$ cat src/rtl/seq_mul_pkg.sv
// seq_mul_pkg: shared state encoding and counter width helper for the
// sequential shift-add multiplier.
// Optional build macro used by this block: SEQ_MUL_EARLY_EXIT_EN.
package seq_mul_pkg;

    // S_DONE is the only state that asserts Load.
    typedef enum logic [1:0] {
        S_IDLE = 2'd0,
        S_RUN  = 2'd1,
        S_DONE = 2'd2
    } state_t;

    // Step counter width: ceil(log2 n), never narrower than one bit.
    function automatic int cnt_width(input int n);
        return (n <= 2) ? 1 : $clog2(n);
    endfunction

endpackage

$ cat src/rtl/seq_mul_if.sv
// seq_mul_if: operand / product bus of the sequential multiplier.
//
// Handshake: Start is a one-cycle valid strobe carrying A and B. The
// multiplier is ready exactly when Busy is low; an edge with Start=1,
// Busy=0 and Clear=1 accepts the operands, any other Start is dropped.
// Load is a one-cycle valid pulse for P with no back-pressure: the
// consumer must capture P on the edge that ends the Load cycle.
interface seq_mul_if #(parameter int N = 8);
    logic             Start;
    logic [N-1:0]     A;
    logic [N-1:0]     B;
    logic             Busy;
    logic             Load;
    logic [2*N-1:0]   P;

    modport master (output Start, A, B, input Busy, Load, P);
    modport slave  (input Start, A, B, output Busy, Load, P);
endinterface

$ cat src/rtl/seq_mul_dp.sv
// seq_mul_dp: multiplicand/multiplier shifters and 2N-bit accumulator.
// SEQ_MUL_EARLY_EXIT_EN adds the post-shift MP==0 detector; without it
// mp_done is tied low and the comparator does not exist.
module seq_mul_dp #(
    parameter int N = 8
) (
    input  logic           clk,
    input  logic           clear,
    input  logic           init,
    input  logic           step,
    input  logic [N-1:0]   a,
    input  logic [N-1:0]   b,
    output logic [2*N-1:0] acc_next,
    output logic           mp_done
);

    logic [2*N-1:0] mc_q;
    logic [2*N-1:0] acc_q;
    logic [N-1:0]   mp_q;

    // Post-step accumulator: add the shifted multiplicand when the current multiplier bit is set.
    always_comb acc_next = mp_q[0] ? (acc_q + mc_q) : acc_q;

`ifdef SEQ_MUL_EARLY_EXIT_EN
    // After this step's shift no set multiplier bits remain.
    assign mp_done = (mp_q[N-1:1] == '0);
`else
    assign mp_done = 1'b0;
`endif

    // Load operands on init, shift and accumulate on each step, zero on Clear.
    always_ff @(posedge clk) begin
        if (!clear) begin
            mc_q  <= '0;
            mp_q  <= '0;
            acc_q <= '0;
        end else if (init) begin
            mc_q  <= {{N{1'b0}}, a};
            mp_q  <= b;
            acc_q <= '0;
        end else if (step) begin
            acc_q <= acc_next;
            mc_q  <= mc_q << 1;
            mp_q  <= mp_q >> 1;
        end
    end

endmodule

$ cat src/rtl/seq_mul.sv
// seq_mul: sequential shift-add unsigned multiplier, one multiplier bit
// per clock. Holds the IDLE/RUN/DONE controller, step counter and the
// product register; datapath lives in seq_mul_dp.
// Optional build macro: SEQ_MUL_EARLY_EXIT_EN (leave RUN once the
// remaining multiplier bits are all zero).
module seq_mul
    import seq_mul_pkg::*;
#(
    parameter int N = 8
) (
    input  logic      CLOCK,
    input  logic      Clear,
    seq_mul_if.slave  bus,
    output state_t    dbg_state
);

    localparam int CW = cnt_width(N);

    state_t          state_q;
    state_t          next_state;
    logic [CW-1:0]   cnt_q;
    logic [2*N-1:0]  p_q;
    logic [2*N-1:0]  acc_next;
    logic            mp_done;
    logic            init;
    logic            step;
    logic            last;

    seq_mul_dp #(.N(N)) u_dp (
        .clk      (CLOCK),
        .clear    (Clear),
        .init     (init),
        .step     (step),
        .a        (bus.A),
        .b        (bus.B),
        .acc_next (acc_next),
        .mp_done  (mp_done)
    );

    // Next-state and datapath enables; Start only matters in IDLE.
    always_comb begin
        next_state = state_q;
        init       = 1'b0;
        step       = 1'b0;
        last       = 1'b0;
        case (state_q)
            S_IDLE: begin
                if (bus.Start) begin
                    init       = 1'b1;
                    next_state = S_RUN;
                end
            end
            S_RUN: begin
                step = 1'b1;
                last = (cnt_q == CW'(N - 1)) || mp_done;
                if (last) next_state = S_DONE;
            end
            S_DONE:  next_state = S_IDLE;
            default: next_state = S_IDLE;
        endcase
    end

    // State, step counter and product register; Clear discards any product in flight.
    always_ff @(posedge CLOCK) begin
        if (!Clear) begin
            state_q <= S_IDLE;
            cnt_q   <= '0;
            p_q     <= '0;
        end else begin
            state_q <= next_state;
            if (init)
                cnt_q <= '0;
            else if (step)
                cnt_q <= cnt_q + CW'(1);
            if (last)
                p_q <= acc_next;
        end
    end

    assign bus.Busy  = (state_q == S_RUN) || (state_q == S_DONE);
    assign bus.Load  = (state_q == S_DONE);
    assign bus.P     = p_q;
    assign dbg_state = state_q;

endmodule

$ cat src/flat_wrapper.sv
// flat-port wrapper written by rule: the top's interface ports become plain ports
module seq_mul_flat import seq_mul_pkg::*;
#(
    parameter int N = 8
)
  (CLOCK, Clear, dbg_state, bus_Start, bus_A, bus_B, bus_Busy, bus_Load, bus_P);
  seq_mul_if #(.N(N)) bus_i ();
  input  logic CLOCK;
  input  logic Clear;
  output state_t dbg_state;
  input wire logic [$bits(bus_i.Start)-1:0] bus_Start;
  input wire logic [$bits(bus_i.A)-1:0] bus_A;
  input wire logic [$bits(bus_i.B)-1:0] bus_B;
  output wire logic [$bits(bus_i.Busy)-1:0] bus_Busy;
  output wire logic [$bits(bus_i.Load)-1:0] bus_Load;
  output wire logic [$bits(bus_i.P)-1:0] bus_P;
  assign bus_i.Start = bus_Start;
  assign bus_i.A = bus_A;
  assign bus_i.B = bus_B;
  assign bus_Busy = bus_i.Busy;
  assign bus_Load = bus_i.Load;
  assign bus_P = bus_i.P;
  seq_mul #(.N(N)) u_core (.CLOCK(CLOCK), .Clear(Clear), .bus(bus_i), .dbg_state(dbg_state));
endmodule
$ cat config.mk
export PLATFORM = sky130hd
export DESIGN_NAME = seq_mul_flat
export DESIGN_NICKNAME = d
export VERILOG_FILES = /design/src/rtl/seq_mul_pkg.sv /design/src/rtl/seq_mul_if.sv /design/src/rtl/seq_mul_dp.sv /design/src/rtl/seq_mul.sv /design/src/flat_wrapper.sv
export SDC_FILE = /design/constraint.sdc
export NUM_CORES = 1
export LEC_CHECK = 0
export BUFFER_PORTS_ARGS = -buffer_cell sky130_fd_sc_hd__buf_4
export CORE_ASPECT_RATIO = 2
export CORE_MARGIN = 3
export CORE_UTILIZATION = 60
export DETAILED_ROUTE_END_ITERATION = 8
export HOLD_SLACK_MARGIN = 0.02
export PLACE_DENSITY = 0.91
export SLEW_MARGIN = 20
export SYNTH_ARGS = -nofsm -noshare
export SYNTH_HDL_FRONTEND = slang
export SYNTH_HIERARCHICAL = 1
export SYNTH_SLANG_ARGS = --single-unit
$ cat constraint.sdc
create_clock -name CLOCK -period 5.95 [get_ports CLOCK]
set_clock_uncertainty 0.2 [all_clocks]
set_input_delay 0.595 -clock CLOCK [delete_from_list [all_inputs] [get_ports CLOCK]]
set_output_delay 0.595 -clock CLOCK [all_outputs]
set_load 0.03 [all_outputs]
==> results of run 1 <==
==> logic make-up after synthesis <==
logic type,after synthesis,share of synthesized area
other,1,0.00110
muxes,43,0.131
AOI/OAI and AO/OA,88,0.176
buffers and inverters,26,0.0349
DFF,61,0.358
xor gates and xnor gates,14,0.0360
and+or+nand+nor,132,0.180
adders and majority gates,22,0.0829
==> routing by layer <==
layer,up-vias,part of all wire,GRT usage
met5,-,0,0
met4,0,0.076,0.200
met3,35,0.031,0.0552
met2,66,0.53,0.410
met1,1296,0.36,0.227
li1,1413,-,-
==> cell usage after synthesis (4+ instances only) <==
| library cell | count | area (µm²) |
|---|---|---|
| sky130_fd_sc_hd__nand2_1 | 56 | 210 |
| sky130_fd_sc_hd__ha_1 | 21 | 263 |
| sky130_fd_sc_hd__o21ai_0 | 20 | 100 |
| sky130_fd_sc_hd__xor2_1 | 5 | 43.8 |
| sky130_fd_sc_hd__clkbuf_1 | 9 | 33.8 |
| sky130_fd_sc_hd__a21oi_1 | 25 | 125 |
| sky130_fd_sc_hd__nor2b_1 | 5 | 31.3 |
| sky130_fd_sc_hd__a21oi_2 | 10 | 87.6 |
| sky130_fd_sc_hd__o21a_1 | 5 | 37.5 |
| sky130_fd_sc_hd__a31o_1 | 4 | 35.0 |
| sky130_fd_sc_hd__mux2_2 | 13 | 146 |
| sky130_fd_sc_hd__and2_1 | 15 | 93.8 |
| sky130_fd_sc_hd__mux2i_1 | 30 | 300 |
| sky130_fd_sc_hd__xnor2_1 | 9 | 78.8 |
| sky130_fd_sc_hd__a22o_1 | 4 | 35.0 |
| sky130_fd_sc_hd__nand3_1 | 5 | 25.0 |
| sky130_fd_sc_hd__inv_1 | 7 | 26.3 |
| sky130_fd_sc_hd__nor2_1 | 28 | 105 |
| sky130_fd_sc_hd__dfxtp_1 | 61 | 1220 |
==> registers in the layout, indices dropped and copies added, names as in the netlist <==
signal / flops
u_core/bus.P: 16
u_core/u_dp/acc_q: 16
u_core/u_dp/mc_q: 16
u_core/u_dp/mp_q: 8
u_core/cnt_q: 3
u_core/dbg_state: 2
==> report_power, final <==
group          internal (mW)  total, mW  switching (mW)  leakage [nW]
logic                  0.123      0.296           0.174          1.04
clock network          0.159      0.308           0.149        0.0833
registers              0.436      0.464          0.0276         0.494
==> worst paths after layout <==
path / to / startpoint / slack (ns)
min: u_core/bus.P[5]$_SDFFE_PN0P_ / u_core/bus.P[5]$_SDFFE_PN0P_ / 0.26
max: u_core/u_dp/acc_q[8]$_SDFFE_PP0P_ / u_core/dbg_state[0]$_SDFFE_PN0P_ / 2.69
max reg2reg: u_core/u_dp/acc_q[8]$_SDFFE_PP0P_ / u_core/dbg_state[0]$_SDFFE_PN0P_ / 2.69
min reg2reg: u_core/bus.P[5]$_SDFFE_PN0P_ / u_core/bus.P[5]$_SDFFE_PN0P_ / 0.26
==> per-stage QoR <==
step | utilization | power, mW | setup WS, ns
after CTS | 0.704 | 1.08 | 2.72
after detailed placement | 0.675 | 0.768 | 2.66
final | 0.704 | 1.07 | 2.69
after global routing | 0.704 | 1.12 | 2.42
after global placement | 0.675 | 0.754 | 2.75
after floorplan | - | 0.708 | 3.22
==> worst register-to-register path, delay by kind of cell, from the launching register on <==
kind | cells | cell delay, ns
buf+inv | 1 | 0.11
fa+ha+maj | 1 | 0.17
compound gates | 1 | 0.22
flops | 1 | 0.34
simple gates | 4 | 2.11
==> area by class of cell <==
| class | count | area, µm² | share of cell area |
|---|---|---|---|
| clock buffers | 13 | 149 | 0.0387 |
| multi-input cells | 300 | 2070 | 0.538 |
| repair buffers | 39 | 293 | 0.0760 |
| flip-flops and latches | 61 | 1220 | 0.317 |
| well taps | 60 | 75.1 | 0.0195 |
| inverters | 8 | 30.0 | 0.00780 |
| clock inverters | 2 | 10.0 | 0.00260 |
==> results.md, run 1 <==
Power and ir drop:
- The analysis attributes to cell leakage a power of 1.62 nW.
- The worst-case IR drop observed on VDD is 293 µV.
- In this run the power density over the cells is between 200 and 300 nW/µm².

Setup path:
- The arrival time at the worst endpoint is between 3 and 4 ns.
- In this run the worst path has a maximum fanout of 34.
- The kind of start point of the critical path is a flip-flop.
- The kind of cell adding the most delay to the critical path is simple AND/OR/NAND/NOR gates.
- The slowest stage of the critical path belongs to the cell sky130_fd_sc_hd__nand2b_1.
- The largest incremental delay on the critical path is between 0.7 and 0.8 ns.
- The class of the most critical setup path is flip-flop to flip-flop.
- The number of buffer and inverter instances along the worst setup path is 1.
- The endpoint required time on the critical path is 5.98 ns.
- The critical path depth is 7.
- Walking the worst path, the cells encountered are inv_1, ha_1, and2_1, nand2b_1, nor2_1, and3_1, a211o_1.
- The number of cells on the worst reg-to-reg path is 7.
- The type of element capturing the critical path is a flip-flop.

Die:
- 39 I/O pins were placed.
- The floorplan die area is ~6700 µm².
- The die is 59.3 µm wide.
- The area of the core is roughly 5500 µm².
- In this run the core area contains 38 standard-cell rows.
- The height of the die is 113 µm.
- The starting utilization of the core area is 0.624.

Placement:
- The HPWL after detailed placement is 5590 µm.
- The number of placed instances, taps included, is 468.
- Once placement finished, the instance area stood at 3690 µm².
- Port buffering added 38 buffers.
- Routability-driven placement finished with a final weighted congestion of 0.889.

STA:
- Setup total negative slack on the finished layout was measured at 0 ns.
- Final hold analysis gives a worst-case slack of 0.255 ns.
- The worst slew margin relative to its limit is 0.370.
- The worst path in the final design needs a cycle of around 3.3 ns, including I/O delays and setup.
- The final cycle utilization of the critical path is 0.547.
- The final number of setup-violating endpoints is 0.
- The number of hold-slack violations in the final timing report is 0.
- Setup repair after global routing left no endpoint under its margin.
- At the pin with the least slew margin, the transition time is 0.946 ns.
- The final-report max-slew violation count is 0.
- The highest attainable clock frequency is approximately 310 MHz.

Flow run:
- The tool flagged a number of max-cap violations equal to 0.

GRT:
- The number of antenna violations at the first check in global routing is 0.
- Entering global routing, the biggest net connects 42 pins.
- The number of global-route vias before repair is 2800.
- In the global route stage, overall resource usage came out at 0.240.
- The global-route wire length before repair is 12100 µm.
- For this run the aggregate overflow at the end of global routing stands at 0.

Clock network:
- CTS saw 61 sinks.
- The post-CTS setup buffer count is 0.
- Once the clock tree was built, the resizer swapped 0 gates to a different size.
- In this run the number of H-tree levels came out at 3.
- The number of buffers added to fix hold violations after cts is 0.
- The clock tree from TritonCTS is built.
- After clock tree synthesis, the clock-pin slew on the worst setup and hold paths is 0.06 ns.
- The later-pin clock latency in the skew report is 0.34 ns.
- In this run the deepest clock path goes through 2 buffers.
- The total clock buffers created by CTS is 9.
- The clock tree root driver cell is sky130_fd_sc_hd__clkbuf_8.

Synth:
- In this run, synthesis produced a sequential element count of 61.
- For this run, asynchronously set or reset flops after synthesis account for 0.
- Each instance of the synthesized netlist takes up on average 8.81 µm².
- The Yosys step of the flow raised 6 warnings.
- The most used flip-flop cell after synthesis is sky130_fd_sc_hd__dfxtp_1.
- The synthesized area is 3410 µm².
- The number of nets in the synthesized netlist is approximately 430.
- For this run, the register share of the synthesized area comes to 0.358.
- The netlist uses 50 different library cells.
- The cell count after synthesis is 387.
- The number of synthesized flops with an enable pin is 0.

Cells and area:
- The area added between synthesis and finish is 12.9%.
- The number of fill cells is 420.
- The number of antenna diodes in the final layout is 0.
- Leaving out fill and tap cells, the most frequent cell in the layout is sky130_fd_sc_hd__dfxtp_1.
- The final instance count without filler cells is 483.
- The number of nets in the layout is 460.
- The share of layout cells above drive strength 1 is 0.194.
- With fillers left out, the area of the finished cells amounts to 3850 µm².
- The library cells used most frequently in the layout, excluding fill and tap cells, are sky130_fd_sc_hd__dfxtp_1 (61), sky130_fd_sc_hd__nand2_1 (56), sky130_fd_sc_hd__buf_4 (39).

Drt:
- The final layout contains routed wiring with a total length of around 7500 µm.
- Before antenna repair, the detailed router went through 4 iterations.
- In the final routed layout, each cell accounts on average for 15.5 µm.
- The total number of vias is roughly 2800.
- In this run the remaining antenna-violating nets after routing total 0.
- For this run, design rule violations remaining after detail routing come to 0.
- The starting DRC count in detailed routing is 86.
- In the routed layout, each cell is associated on average with a via count of 5.82.

Hold path:
- Counting instances, the worst hold path has a depth of 2.
- The worst hold-check path type is flip-flop to flip-flop.

Outcome:
- The run finished with clean final reports.
(Power assumes the default switching activity.)
==> run 2: changes to the inputs <==
--- a/config.mk
+++ b/config.mk
@@ -5,13 +5,14 @@
 export SDC_FILE = /design/constraint.sdc
 export NUM_CORES = 1
 export LEC_CHECK = 0
+export ABC_AREA = 1
 export BUFFER_PORTS_ARGS = -buffer_cell sky130_fd_sc_hd__buf_4
 export CORE_ASPECT_RATIO = 2
 export CORE_MARGIN = 3
-export CORE_UTILIZATION = 60
+export CORE_UTILIZATION = 59
 export DETAILED_ROUTE_END_ITERATION = 8
 export HOLD_SLACK_MARGIN = 0.02
-export PLACE_DENSITY = 0.91
+export PLACE_DENSITY = 0.89
 export SLEW_MARGIN = 20
 export SYNTH_ARGS = -nofsm -noshare
 export SYNTH_HDL_FRONTEND = slang
==> constraint.sdc (replaced) <==
create_clock -name CLOCK -period 3.2 [get_ports CLOCK]
set_clock_uncertainty 0.2 [all_clocks]
set_input_delay 0.32 -clock CLOCK [delete_from_list [all_inputs] [get_ports CLOCK]]
set_output_delay 0.32 -clock CLOCK [all_outputs]
set_load 0.03 [all_outputs]
==> run 2 against run 1 <==
Compared with the run above:
- worst hold slack worse by 0.20 ns
- combinational power up 120%
- critical path depth up 2
- die area up 6.1%
- design area up 8.4%
- clock power rose to 3.6 times the previous value
- count of clock-buffer cells in the layout down 4
- highest routed layer unchanged
==> results.md, run 2 <==
Outcome:
- The flow ran to the end, and the final reports show no timing, DRC or antenna violations.

Synth:
- The number of different library cells in the post-synthesis netlist came to 40 (-20%).
- The synthesized area is 3570 µm² (+4.8%).
- The cell count after synthesis is 532 (+37%).
- The number of synthesized flops with an enable pin is 0 (unchanged).
- The share of the synthesized area in the top cell type is 0.342 (-0.0164).
- The number of nets in the synthesized netlist came to 573 (+34%).
- The average footprint of a synthesized cell is 6.72 µm² (-24%).
- The most common cell in the synthesized netlist is sky130_fd_sc_hd__nand2_1.
- The number of synthesized register bits came to 61 (unchanged).
- The sequential element share of the synthesized area is 0.342 (-0.0164).
- Sorting the synthesized cells by how often they occur yields sky130_fd_sc_hd__nand2_1 (135), sky130_fd_sc_hd__inv_1 (73), sky130_fd_sc_hd__nor2_1 (67).
- The cell accounting for the most synthesized area is sky130_fd_sc_hd__dfxtp_1.
- The synthesis warning total is 6 (unchanged).
- The dominant synthesized flop cell is sky130_fd_sc_hd__dfxtp_1.
- By area the synthesized netlist is led by sky130_fd_sc_hd__dfxtp_1 (34%), sky130_fd_sc_hd__nand2_1 (14%), sky130_fd_sc_hd__inv_1 (7.7%).
- The fraction of registers with async set or reset after synthesis is 0 (unchanged).

Clock network:
- The number of resized instances in the post-cts repair step came to 0 (unchanged).
- The later-pin clock latency in the skew report was 0.33 ns (about the same).
- The clock-pin transition on the worst setup and hold timing paths came to 0.06 ns (about the same).
- The number of buffers added to fix hold violations after cts is 0 (unchanged).
- The post-CTS setup buffer count is 0 (unchanged).
- The H-tree depth was 3 (unchanged).
- The root buffer cell chosen for the clock tree is sky130_fd_sc_hd__clkbuf_16.
- The clock tree from TritonCTS is built.
- The maximum count of clock buffers along a single path is 2 (unchanged).
- The total clock buffers created by CTS was 9 (unchanged).
- The clock sink total came to 61 (unchanged).

STA:
- The number of hold-slack violations in the final timing report is 0 (unchanged).
- The minimum clock period after layout is 2.38 ns (-0.876 ns).
- The final cycle utilization of the critical path is 0.744 (+0.197).
- The slew at the pin with the worst max-slew slack is 0.762 ns (-0.184 ns).
- Setup repair after global routing left no endpoint under its margin.
- The sum of negative setup slack came to 0 ns (unchanged).
- The worst hold margin was 0.0546 ns (-0.201 ns).
- The worst slew margin relative to its limit is 0.492 (+0.122).
- The final-report max-slew violation count is 0 (unchanged).
- The slack of the critical path is 0.820 ns (-1.87 ns).
- The final number of setup-violating endpoints is 0 (unchanged).
- The highest attainable clock frequency came to 420 MHz (+37%).

GRT:
- The global-route track usage on met1 is 0.280 (+0.0532).
- The overflow left after global routing came to 0 (unchanged).
- The layer flagged by global routing as most heavily used is met2.
- The number of antenna violations at the first check in global routing is 0 (unchanged).
- The total routing resource utilization after global routing is 0.280 (+0.0404).
- The number of global-route vias before repair is 3445 (+23%).
- The maximum number of pins on one net before global-route repair was 34 (-19%).
- The global-route wire length before repair is 14900 µm (+23%).
- The met3 capacity usage during global routing came to 0.0457 (-0.00953).
- The met2 track demand over resource is 0.495 (+0.0853).

Die:
- The die outline width is 61.0 µm (+2.9%).
- The floorplan die area is 7080 µm² (+6.1%).
- The I/O pin count is 39 (unchanged).
- The height of the die is 116 µm (+3.1%).
- The count of standard-cell rows was 39 (+2.6%).
- The area of the core is 5810 µm² (+6.2%).
- The starting utilization of the core area came to 0.615 (-0.00819).

Drt:
- The residual antenna-violating net count after detailed routing is 0 (unchanged).
- The number of vias per cell came to 5.61 (-3.5%).
- The number of iterations in the first detailed-routing pass is 7 (+3).
- The per-cell routed wire length is 14.0 µm (-9.2%).
- The total number of vias was 3548 (+26%).
- The starting DRC count in detailed routing is 220 (+160%).
- The total length of routed wires was 8870 µm (+19%).
- The number of design rule violations left after detail routing was 0 (unchanged).

Cells and area:
- The final non-filler cell area is 4180 µm² (+8.4%).
- The most common library cell in the layout ignoring fill and taps is sky130_fd_sc_hd__nand2_1.
- The share of layout cells above drive strength 1 was 0.126 (-0.0678).
- The number of diodes is 0 (unchanged).
- Leaving out fill and tap cells, the most frequent cells in the layout are sky130_fd_sc_hd__nand2_1 (135), sky130_fd_sc_hd__inv_1 (73), sky130_fd_sc_hd__nor2_1 (67).
- The number of nets in the layout is 607 (+32%).
- The final design utilization is 0.719 (+0.0149).
- The number of fill cells came to 464 (+10%).
- Compared with the post-synthesis result, the final layout area differs by 16.8%.

Hold path:
- The worst hold path cell count was 3 (+1).
- For hold timing, the worst endpoint is u_core/u_dp/mp_q[7]$_SDFFE_PN0P_.
- The worst hold-check path type is primary input to flip-flop.
- In this run the most critical hold path is launched from bus_B[7].

Setup path:
- The most frequent cell on the critical path is sky130_fd_sc_hd__inv_1.
- The worst reg-to-reg setup slack was 0.82 ns (-1.87 ns).
- The endpoint identified for the worst register-to-register timing path is u_core/u_dp/acc_q[3]$_SDFFE_PP0P_.
- The number of buffer and inverter instances along the worst setup path is 4 (+3).
- The arrival time at the worst endpoint is 2.40 ns (-0.89 ns).
- The kind of cell adding the most delay to the critical path is buffers and inverters.
- In this run the critical register-to-register path is launched from u_core/dbg_state[0]$_SDFFE_PN0P_.
- The class of the most critical setup path is flip-flop to flip-flop.
- STA classifies the critical path endpoint as a flip-flop.
- For this design, the slowest cell found on the critical path is sky130_fd_sc_hd__inv_1.
- The depth of the most critical reg-to-reg path came to 9 (+2).
- The signal on the critical path passes through inv_1, ha_1, nand2_1, inv_1, nor2_1, inv_1, a21oi_1, o21ai_1, inv_1.
- The most critical setup path has its startpoint at u_core/dbg_state[0]$_SDFFE_PN0P_.
- The biggest fanout along the worst timing path was 22 (-35%).
- STA classifies the critical path startpoint as a flip-flop.
- The largest incremental delay on the critical path is 0.59 ns (-0.17 ns).
- The endpoint required time on the critical path is 3.22 ns (-2.76 ns).

Placement:
- The count of buffers from port buffering was 38 (unchanged).
- The global placement routability congestion was 0.889 (about the same).
- The placed wire-length estimate after detailed placement is 6440 µm (+15%).
- The post-place setup slack was 0.855 ns (-1.80 ns).
- The cell area after placement is 3830 µm² (+3.8%).

Power and ir drop:
- The worst voltage drop across the vdd grid is 448 µV (+53%).
- The total power density per cell area came to 645 nW/µm² (+130%).
- The leakage power summed over all cells is 2.10 nW (+30%).

Flow run:
- The total of max-cap violations is 0 (unchanged).
## run 2: changes by cell type after synthesis, moves of 10 or more
cell                      before  now
sky130_fd_sc_hd__nand2_1      56  135
sky130_fd_sc_hd__nand3_1       5   24
sky130_fd_sc_hd__mux2_2       13    0
sky130_fd_sc_hd__a21oi_2      10    0
sky130_fd_sc_hd__o21ai_0      20   36
sky130_fd_sc_hd__mux2i_1      30    0
sky130_fd_sc_hd__nor2_1       28   67
sky130_fd_sc_hd__inv_1         7   73
sky130_fd_sc_hd__and2_1       15    1
## run 2: kinds of logic (layout without fill, tap and decap cells)
kind of cell,Yosys count,after routing,synth area share
XOR/XNOR,3,3,0.00735
AND/OR/NAND/NOR,256,256,0.302
adder cells (fa/ha/maj),22,22,0.0791
flip-flops,61,61,0.342
other,1,1,0.00105
AO/OA/AOI/OAI,92,92,0.149
buffers and inverters,97,136,0.120
## run 2: worst max-delay path by stage
stage,end,slack (ns),cells past startpoint
final,u_core/u_dp/acc_q[3]$_SDFFE_PP0P_,0.82,9
after CTS,u_core/u_dp/acc_q[3]$_SDFFE_PP0P_,0.82,9
after global routing,u_core/u_dp/acc_q[0]$_SDFFE_PP0P_,0.60,9
after global placement,u_core/bus.P[8]$_SDFFE_PN0P_,1.01,12
after floorplan,u_core/u_dp/mp_q[1]$_SDFFE_PN0P_,1.14,8
after detailed placement,u_core/u_dp/acc_q[0]$_SDFFE_PP0P_,0.86,9
## run 2: layout make-up
type / count / area [µm²] / area share
Clock buffer: 9 / 225 / 0.0539
Timing Repair Buffer: 42 / 315 / 0.0755
Multi-Input combinational cell: 374 / 1920 / 0.461
Tap cell: 61 / 76.3 / 0.0183
Sequential cell: 61 / 1220 / 0.292
Inverter: 78 / 293 / 0.0701
Clock inverter: 7 / 120 / 0.0288
## run 2: stage by stage
stage	std cells	power (mW)
after floorplan	532	1.42
after global placement	616	1.56
after detailed placement	616	1.58
after CTS	632	2.70
after global routing	632	2.83
final	632	2.69
## run 2: worst register-to-register path: cells and delay by family (launching register included)
kind / cells / cell delay (ns)
AO/OA/AOI/OAI: 2 / 0.23
AND/OR/NAND/NOR: 2 / 0.24
adder cells (fa/ha/maj): 1 / 0.19
flip-flops: 1 / 0.34
buffers and inverters: 4 / 1.08
## run 2: power by group
group	internal, mW	switching [mW]
logic	0.230	0.430
registers	0.852	0.0613
clock network	0.764	0.357
## run 2: routing by layer
metal | up-vias | wire length [µm]
li1 | 1766 | -
met1 | 1597 | 3130
met2 | 141 | 4740
met3 | 44 | 435
met4 | 0 | 563
met5 | - | 0
==> run 3: changes to the inputs <==
==> constraint.sdc (replaced) <==
create_clock -name CLOCK -period 2.3 [get_ports CLOCK]
set_clock_uncertainty 0.2 [all_clocks]
set_input_delay 0.23 -clock CLOCK [delete_from_list [all_inputs] [get_ports CLOCK]]
set_output_delay 0.23 -clock CLOCK [all_outputs]
set_load 0.03 [all_outputs]
==> run 3 against run 2 <==
Compared with the run above:
- sequential cell count is the same
- sequential power is 39% higher
- largest cell class unchanged
- design area grew 1.4%
- maximum frequency increased by 9.7%
- non-clock buffer count is 11 higher
- core utilization is 1.0 points higher
- sequential share of layout area fell by 0.41 points
- via count is 3.2% higher
- largest power group unchanged
- wire length grew 7.8%
- total power increased by 33%
- clock power increased by 20%
==> results.md, run 3 (synthesis gave the netlist of run 2 again) <==
Placement:
- The global placement routability congestion came to 0.960 (+8.0%).
- The post-place setup slack is 0.137 ns (-0.719 ns).
- The count of buffers from port buffering is 38 (unchanged).
- The placed wire-length estimate after detailed placement came to 6770 µm (+5.2%).
- The cell area after placement is 3870 µm² (+1.2%).

Die:
- The area of the core was 5810 µm² (unchanged).
- The height of the die is 116 µm (unchanged).
- The die outline width came to 61.0 µm (unchanged).
- The I/O pin count came to 39 (unchanged).
- The count of standard-cell rows is 39 (unchanged).
- The floorplan die area is 7080 µm² (unchanged).
- The starting utilization of the core area is 0.615 (unchanged).

Clock network:
- The clock-pin transition on the worst setup and hold timing paths is 0.05 ns (about the same).
- The maximum count of clock buffers along a single path was 2 (unchanged).
- The clock tree root driver cell is sky130_fd_sc_hd__clkbuf_16.
- The clock sink total is 61 (unchanged).
- TritonCTS built the clock tree.
- The H-tree depth is 3 (unchanged).
- The later-pin clock latency in the skew report is 0.33 ns (about the same).
- The post-CTS setup buffer count is 0 (unchanged).
- The total clock buffers created by CTS came to 9 (unchanged).

Outcome:
- The flow ran to the end, and the final reports show no timing, DRC or antenna violations.

STA:
- The final cycle utilization of the critical path is 0.943 (+0.200).
- The slew at the pin with the worst max-slew slack is 0.654 ns (-0.108 ns).
- The slack of the critical path came to 0.130 ns (-0.690 ns).
- The final number of setup-violating endpoints is 0 (unchanged).
- The final-report max-slew violation count is 0 (unchanged).
- The highest attainable clock frequency was 461 MHz (+9.7%).
- The worst slew margin relative to its limit came to 0.564 (+0.0725).
- The number of hold-slack violations in the final timing report is 0 (unchanged).
- The minimum clock period after layout is 2.17 ns (-0.210 ns).

Cells and area:
- The flip-flop and latch area is 1220 µm² (unchanged).
- The number of nets in the layout is 618 (+1.8%).
- The multi-input logic area was 1940 µm² (+0.78%).
- The most common library cell in the layout ignoring fill and taps is sky130_fd_sc_hd__nand2_1.
- The top cell types in the final layout, fill and taps aside, are sky130_fd_sc_hd__nand2_1 (134), sky130_fd_sc_hd__inv_1 (73), sky130_fd_sc_hd__nor2_1 (67).
- The number of diodes is 0 (unchanged).
- The final design utilization is 0.729 (+0.0101).
- The area growth from synthesis to layout is 18.5%.
- The number of fill cells was 464 (unchanged).
- The final non-filler cell area is 4230 µm² (+1.4%).
- The share of layout cells above drive strength 1 is 0.134 (+0.00816).

Drt:
- The total length of routed wires is 9560 µm (+7.8%).
- The residual antenna-violating net count after detailed routing is 0 (unchanged).
- The number of design rule violations left after detail routing is 0 (unchanged).
- The total number of vias came to 3661 (+3.2%).
- The per-cell routed wire length is 14.9 µm (+6.1%).
- The number of vias per cell is 5.70 (+1.6%).
- The starting DRC count in detailed routing is 264 (+20%).
- The number of iterations in the first detailed-routing pass is 5 (-2).

Setup path:
- The biggest fanout along the worst timing path came to 5 (-77%).
- The arrival time at the worst endpoint is 2.19 ns (-0.21 ns).
- The type of element capturing the critical path is a flip-flop.
- STA classifies the critical path startpoint as a flip-flop.
- The endpoint required time on the critical path is 2.32 ns (-0.90 ns).
- The class of the most critical setup path is flip-flop to flip-flop.

GRT:
- The total routing resource utilization after global routing was 0.293 (+0.0130).
- The global-route wire length before repair is 15200 µm (+1.8%).
- The overflow left after global routing is 0 (unchanged).
- The number of antenna violations at the first check in global routing is 0 (unchanged).
- The maximum number of pins on one net before global-route repair is 33 (-2.9%).
- The number of global-route vias before repair was 3484 (+1.1%).

Power and ir drop:
- The worst voltage drop across the vdd grid was 626 µV (+40%).
- The total power density per cell area was 847 nW/µm² (+31%).
- The leakage power summed over all cells is 2.13 nW (+1.2%).

Hold path:
- The worst hold-check path type is primary input to flip-flop.

Flow run:
- The total of max-cap violations is 0 (unchanged).
## run 3: worst paths after layout
| check | startpoint | to | slack [ns] | depth (start not counted) |
|---|---|---|---|---|
| worst max-delay path | u_core/u_dp/mc_q[11]$_SDFFE_PP0P_ | u_core/bus.P[13]$_SDFFE_PN0P_ | 0.13 | 11 |
| worst min-delay path | bus_A[4] | u_core/u_dp/mc_q[4]$_SDFFE_PN0P_ | 0.02 | 3 |
| worst max register to register | u_core/u_dp/mc_q[11]$_SDFFE_PP0P_ | u_core/bus.P[13]$_SDFFE_PN0P_ | 0.13 | 11 |
| worst min register to register | u_core/bus.P[12]$_SDFFE_PN0P_ | u_core/bus.P[12]$_SDFFE_PN0P_ | 0.27 | 2 |
## run 3: timing repair
| item | 4_1_cts | 5_1_grt |
|---|---|---|
| hold buffers | 5 | 0 |
| endpoints found under the hold margin | 5 | 0 |
| resized for setup | 0 | 6 |
| endpoints found under the setup margin | 0 | 4 |
## run 3: final cells by class
| type | count | share of cell area |
|---|---|---|
| clock buffer | 14 | 0.0624 |
| clock inverter | 1 | 0.00709 |
| inverter | 78 | 0.0691 |
| multi-input combinational | 374 | 0.458 |
| sequential | 61 | 0.288 |
| tap | 61 | 0.0180 |
| timing repair buffer | 53 | 0.0969 |
## run 3: worst max-delay path, cell delays in order, from the launching register on
cell                      delay, ns
sky130_fd_sc_hd__dfxtp_1       0.33
sky130_fd_sc_hd__ha_1          0.37
sky130_fd_sc_hd__nand2_1       0.23
sky130_fd_sc_hd__inv_1         0.07
sky130_fd_sc_hd__nand2_1       0.09
sky130_fd_sc_hd__nand2_1       0.06
sky130_fd_sc_hd__a21oi_1       0.15
sky130_fd_sc_hd__nand3_1       0.10
sky130_fd_sc_hd__nand3_1       0.17
sky130_fd_sc_hd__nand2_1       0.06
sky130_fd_sc_hd__o21ai_0       0.17
sky130_fd_sc_hd__nor2_1        0.05
## run 3: power breakdown
part / switching (mW) / internal (mW)
Clock: 0.450 / 0.891
Sequential: 0.0858 / 1.19
Combinational: 0.629 / 0.344
## run 3: metrics by stage
stage / hold slack (ns) / TNS [ns] / cells / total power, mW
6_report: 0.0211 / 0 / 642 / 3.59
5_1_grt: 0.0520 / -0.00281 / 642 / 3.75
4_1_cts: 0.0229 / 0 / 642 / 3.57
3_5_place_dp: 0.262 / 0 / 622 / 2.23
3_3_place_gp: 0.253 / 0 / 622 / 2.20
2_1_floorplan: 0.162 / 0 / 532 / 1.97
## run 3: per-layer routing
metal  global-route usage  routed length (µm)
met1                0.276                3280
met2                0.501                5040
met3               0.0557                 486
met4                0.263                 754
met5                    0                   0
